<file path="config.mk">
export PLATFORM = sky130hd
export DESIGN_NAME = cmd_packet_tx
export DESIGN_NICKNAME = d
export VERILOG_FILES = /design/src/rtl/cmd_packet_tx.sv
export SDC_FILE = /design/constraint.sdc
export NUM_CORES = 1
export LEC_CHECK = 0
export ABC_AREA = 1
export ABC_CLOCK_PERIOD_IN_PS = 3510
export CAP_MARGIN = 20
export CORE_MARGIN = 2
export CORE_UTILIZATION = 45
export DETAILED_ROUTE_END_ITERATION = 16
export PLACE_DENSITY = 0.66
export SYNTH_ARGS = -nofsm -noshare
export SYNTH_HDL_FRONTEND = slang
export SYNTH_SLANG_ARGS = --single-unit
</file>
<file path="constraint.sdc">
create_clock -name clk -period 3.51 [get_ports clk]
set_clock_uncertainty 0.15 [all_clocks]
set_input_delay 0.5265 -clock clk [delete_from_list [all_inputs] [get_ports clk]]
set_output_delay 0.5265 -clock clk [all_outputs]
set_load 0.01 [all_outputs]
</file>
<file path="src/rtl/cmd_packet_tx.sv">
// Purpose : serializes one 32-bit parameter word plus a control byte as 8N1 UART frames
//           (data[7:0], data[15:8], data[23:16], data[31:24], ctrl [, checksum]).
// Latency : tx start bit begins on the accepting edge; done pulses B*(10+GAP_BITS)*CLK_DIV
//           cycles later.
// Backpressure: start is only sampled while busy=0; a start during a packet is dropped.
//
// Ports:
//   clk   - base clock (12 MHz)
//   rst   - asynchronous active-high reset
//   start - request one packet (sampled when busy=0)
//   data  - 32-bit parameter word, captured at acceptance
//   ctrl  - control byte, captured at acceptance, passed through unchecked
//   tx    - serial line, idles high
//   busy  - high from acceptance until packet completion
//   done  - one-cycle pulse at packet completion
//
// Optional feature: define CMD_PACKET_TX_CHECKSUM_EN to append a sixth byte holding
// the mod-256 sum of the four data bytes.

module cmd_packet_tx #(
    parameter int CLK_DIV  = 104,
    parameter int GAP_BITS = 1
) (
    input  logic        clk,
    input  logic        rst,
    input  logic        start,
    input  logic [31:0] data,
    input  logic [7:0]  ctrl,
    output logic        tx,
    output logic        busy,
    output logic        done
);

`ifdef CMD_PACKET_TX_CHECKSUM_EN
    localparam int NBYTES = 6;
`else
    localparam int NBYTES = 5;
`endif

    localparam logic [2:0]  LAST_IDX   = 3'(NBYTES - 1);
    localparam logic [15:0] BIT_RELOAD = 16'(CLK_DIV - 1);
    localparam logic [3:0]  GAP_RELOAD = (GAP_BITS > 0) ? 4'(GAP_BITS - 1) : 4'd0;

    typedef enum logic [2:0] {
        IDLE,
        START_BIT,
        DATA_BITS,
        STOP_BIT,
        GAP,
        FINISH
    } state_t;

    state_t      state;
    logic [15:0] bit_timer;
    logic [2:0]  bit_cnt;
    logic [2:0]  byte_idx;
    logic [3:0]  gap_cnt;
    logic [31:0] data_q;
    logic [7:0]  ctrl_q;
    logic [7:0]  cur_byte;
    logic        byte_end;

`ifdef CMD_PACKET_TX_CHECKSUM_EN
    logic [7:0] cksum_q;
    logic [7:0] cksum_next;

    always_comb begin
        cksum_next = data[31:24] + data[23:16] + data[15:8] + data[7:0];
    end
`endif

    // Byte currently on the wire, selected by the byte index.
    always_comb begin
        cur_byte = ctrl_q;
        case (byte_idx)
            3'd0:    cur_byte = data_q[7:0];
            3'd1:    cur_byte = data_q[15:8];
            3'd2:    cur_byte = data_q[23:16];
            3'd3:    cur_byte = data_q[31:24];
            3'd4:    cur_byte = ctrl_q;
`ifdef CMD_PACKET_TX_CHECKSUM_EN
            3'd5:    cur_byte = cksum_q;
`endif
            default: cur_byte = ctrl_q;
        endcase
    end

    // Last cycle of a byte's trailing idle time: end of stop bit when there is no
    // gap, otherwise end of the final gap bit.
    always_comb begin
        byte_end = 1'b0;
        if (bit_timer == 16'd0) begin
            if (state == STOP_BIT && GAP_BITS == 0)
                byte_end = 1'b1;
            else if (state == GAP && gap_cnt == 4'd0)
                byte_end = 1'b1;
        end
    end

    always_ff @(posedge clk or posedge rst) begin
        if (rst) begin
            state     <= IDLE;
            tx        <= 1'b1;
            busy      <= 1'b0;
            done      <= 1'b0;
            bit_timer <= 16'd0;
            bit_cnt   <= 3'd0;
            byte_idx  <= 3'd0;
            gap_cnt   <= 4'd0;
            data_q    <= 32'd0;
            ctrl_q    <= 8'd0;
`ifdef CMD_PACKET_TX_CHECKSUM_EN
            cksum_q   <= 8'd0;
`endif
        end else begin
            done <= 1'b0;
            case (state)
                // FINISH accepts like IDLE so a held start gives back-to-back packets
                // with the new start bit one cycle after done.
                IDLE, FINISH: begin
                    state <= IDLE;
                    if (start) begin
                        state     <= START_BIT;
                        tx        <= 1'b0;
                        busy      <= 1'b1;
                        bit_timer <= BIT_RELOAD;
                        bit_cnt   <= 3'd0;
                        byte_idx  <= 3'd0;
                        data_q    <= data;
                        ctrl_q    <= ctrl;
`ifdef CMD_PACKET_TX_CHECKSUM_EN
                        cksum_q   <= cksum_next;
`endif
                    end
                end

                START_BIT: begin
                    if (bit_timer == 16'd0) begin
                        state     <= DATA_BITS;
                        tx        <= cur_byte[0];
                        bit_timer <= BIT_RELOAD;
                        bit_cnt   <= 3'd0;
                    end else begin
                        bit_timer <= bit_timer - 16'd1;
                    end
                end

                DATA_BITS: begin
                    if (bit_timer == 16'd0) begin
                        bit_timer <= BIT_RELOAD;
                        if (bit_cnt == 3'd7) begin
                            state <= STOP_BIT;
                            tx    <= 1'b1;
                        end else begin
                            bit_cnt <= bit_cnt + 3'd1;
                            tx      <= cur_byte[3'(bit_cnt + 3'd1)];
                        end
                    end else begin
                        bit_timer <= bit_timer - 16'd1;
                    end
                end

                STOP_BIT, GAP: begin
                    if (byte_end) begin
                        if (byte_idx == LAST_IDX) begin
                            state <= FINISH;
                            done  <= 1'b1;
                            busy  <= 1'b0;
                        end else begin
                            state     <= START_BIT;
                            tx        <= 1'b0;
                            byte_idx  <= byte_idx + 3'd1;
                            bit_timer <= BIT_RELOAD;
                        end
                    end else if (bit_timer == 16'd0) begin
                        // Stop bit finished with gap configured, or another gap bit follows.
                        bit_timer <= BIT_RELOAD;
                        if (state == STOP_BIT) begin
                            state   <= GAP;
                            gap_cnt <= GAP_RELOAD;
                        end else begin
                            gap_cnt <= gap_cnt - 4'd1;
                        end
                    end else begin
                        bit_timer <= bit_timer - 16'd1;
                    end
                end

                default: begin
                    state <= IDLE;
                    tx    <= 1'b1;
                    busy  <= 1'b0;
                end
            endcase
        end
    end

endmodule

</file>
==> flow_summary.ini <==
[clock_network]
cts_tree = yes
clk_pin_slew_ns = 0.08
cts_max_level = 3
clock-root-buffer = clkbuf_8
hold_buffers = 0
cts_buffers = 9
cts_buffer_depth = 2
post_cts_resized = 0
insertion_delay_ns = 0.35
cts.sinks = 72
cts_setup_buffers = 0

[timing]
holdWs_ns = 0.325
setup_viol = 0
finalCriticalPeriod_ns = 2.55
drv_slew = 0
tightest_slew_ns = 0.667
relSlewSlack_pct = 55.5
fmax_ghz = 0.392
finalSetupTns_ns = 0
rsz0062_at_grt = false
hold_viol_final = 0
fin_crit_sh_pct = 72.7

[global_route]
met3_usage_pct = 3.65
grt_pass1_vias = 3404
grt_usage_pct = 19.5
grt_first_pass_wirelength_um = 15400
grt_start_max_net_pins = 48
top_usage_layer = met2
antenna_found_initial = 0
gr-usage-met1_pct = 25.4
met2_usage_pct = 32.5
grt_overflow = 0

[finish]
layout-drive-gt1-share_pct = 10.4
antennaDiodeCount = 0
final_util_pct = 54.9
layout.nets = 623
syn_to_final_growth_pct = 19.0
fin_area_um2 = 4740
fillCellCount = 830

[worst_setup_path]
crit_slowest_cell = nor2_1
crit_required_ns = 3.64
cpMostUsedCell = nand2_1
crit_buf_inv = 1
critPathLaunchType = register
crit_family = simple AND/OR/NAND/NOR gates
crit_path_max_fanout = 9
crit_arrival_ns = 2.69
worstSetupEndpointType = register
path_cells = clkinv_1 > ha_1 > nor2_1 > nand2_1 > nand2_1 > nand2_1 > nand2_1 > nand3_1 > nand3_1 > nand2_1 > nand2_1 > nand2_1 > a21oi_1
r2r-end = tx$_DFFE_PP1P_
ff2ff_path_depth = 13
rr_startpoint = byte_idx[2]$_DFFE_PP0P_
crit_type = register to register
crit_path_max_incr_delay_ns = 0.51
worst-r2r-setup-slack_ns = 0.96

[yosys]
synth-edff-count = 0
synth_compound_area_share_pct = 9.10
yosysMostFrequentCell = nand2_1
synth-main-ff-cell = dfrtp_1
synth.distinct_cells = 35
synthSimpleGateAreaFrac_pct = 33.9
synthTopCellsByCount = nand2_1 (193), dfrtp_1 (71), inv_1 (44), nand3_1 (40), nor2_1 (40)
synth_top_family_by_area = simple AND/OR/NAND/NOR gates
syn-num-nets = 577
ys.warnings.count = 0
synth_seq_cells = 72
synth_sequential_area_ratio_pct = 45.2
synth_area_leaders = dfrtp_1 (45%), nand2_1 (18%), nand3_1 (5.0%)
synth_area_leader_cell = dfrtp_1
async_reset_ff_share_pct = 100
synth.avg_cell_area_um2 = 7.61
yosys.area.top_type_share_pct = 44.6
synth_fa_ha_area_share_pct = 3.14
yosys.area_share.xor_xnor_pct = 1.98
synthesis.area_um2 = 3990
syn_inst = 524
synthMuxAreaShare_pct = 0

[worst_hold_path]
min_to = data_q[29]$_DFFE_PP0P_
hold_path.class = register to register
hold_start = data_q[29]$_DFFE_PP0P_
min_path_cells = 2

[drt]
drc = 0
dr.first_iter.drc_count = 170
wl_um = 8890
drt-pass1-iter-count = 4
wl_per_cell_um = 13.0
vias_per_cell = 4.99
via_count = 3410
drtAntennaViolNets = 0

[floorplanning]
die_x_um = 98.1
start_util_pct = 46.2
io-pin-count = 46
rows = 34
die-area_um2 = 9630
core_um2 = 8640
dieHeight_um = 98.1

[outcome]
status = finished, final reports clean

[placement]
dpl_cell_area_um2 = 4540
io_buffers = 45
place_congestion = 0.926
place_hpwl_um = 6500

[job]
cap_violations = 0

[pwr]
p_leak_nw = 2.29
ir_drop_uv = 155
power_density_nw_per_um2 = 345
finalPower_w = 0.00163
[flip-flops by register name (all words and copies together) (netlist names)]
register	cells
data_q	32
bit_timer	16
ctrl_q	8
gap_cnt	4
bit_cnt	3
byte_idx	3
state	3
busy	1
done	1
tx	1
[cells by family (layout without fill, tap and decap cells)]
family,count (synthesis),in the layout
xor+xnor,9,9
buf+inv,67,118
flops,72,72
simple gates,307,307
fa+ha+maj,10,10
compound gates,59,59
[power by group]
group	switching (W)	internal [W]
logic	0.0000395	0.0000562
registers	0.0000132	0.000854
clock network	0.000306	0.000366
[how the worst max path moves through the flow]
stage                       startpoint  cells past startpoint  slack, ns                     end
2_1_floorplan                      rst                      1       1.01  bit_cnt[0]$_DFFE_PP0P_
3_3_place_gp   byte_idx[2]$_DFFE_PP0P_                     13       1.04          tx$_DFFE_PP1P_
3_5_place_dp   byte_idx[2]$_DFFE_PP0P_                     13       1.01          tx$_DFFE_PP1P_
4_1_cts        byte_idx[2]$_DFFE_PP0P_                     13       0.96          tx$_DFFE_PP1P_
5_1_grt        byte_idx[2]$_DFFE_PP0P_                     13       0.58          tx$_DFFE_PP1P_
6_report       byte_idx[2]$_DFFE_PP0P_                     13       0.96          tx$_DFFE_PP1P_
[tightest hold or removal path: cells and delay by family, from the launching register on]
| kind | cells | cell delay [ns] |
|---|---|---|
| flip-flops | 1 | 0.35 |
| AND/OR/NAND/NOR | 2 | 0.09 |
[placed cells by master (no fill, tap or decap), types with 2 or more instances in the layout]
cell             netlist  final
clkdlybuf4s50_1        0     45
inv_2                  9     10
clkbuf_1               6      2
xor2_1                 9      9
nor4_1                 2      2
dfrtp_1               71     71
o21ai_2               11     11
nor2_4                 4      4
inv_1                 44     43
nor3_1                 6      6
nor2_2                 2      3
nand3b_1               2      2
nand4_1                4      4
clkbuf_8               0     11
nand2_2                6      6
a21oi_1                4      4
o21ai_1               12     12
ha_1                  10     10
nand2_4                2      2
clkinv_2               0      2
nand3_1               40     40
o21ai_0               26     26
nor2_1                40     39
nor3_4                 2      2
nand2_1              193    193
clkinv_1               2      2
o211ai_1               2      2
[per-stage QoR]
step | worst slack, ns | cells
2_1_floorplan | 1.01 | 524
3_3_place_gp | 1.04 | 667
3_5_place_dp | 1.01 | 667
4_1_cts | 0.956 | 683
5_1_grt | 0.580 | 683
6_report | 0.957 | 683
[layer usage]
layer | share of wire (%) | vias up
met5 | 0 | -
met4 | 1.1 | 0
met3 | 3.3 | 8
met2 | 49 | 63
met1 | 47 | 1590
li1 | - | 1749
[cell type report]
| type | instances | area (um^2) | area share, % |
|---|---|---|---|
| clock buffer | 13 | 159 | 3.35 |
| clock inverter | 3 | 40.0 | 0.844 |
| inverter | 55 | 206 | 4.35 |
| multi-input combinational | 385 | 1920 | 40.5 |
| sequential | 72 | 1800 | 38.0 |
| tap | 108 | 135 | 2.85 |
| timing repair buffer | 47 | 478 | 10.1 |
(Power assumes the default switching activity.)
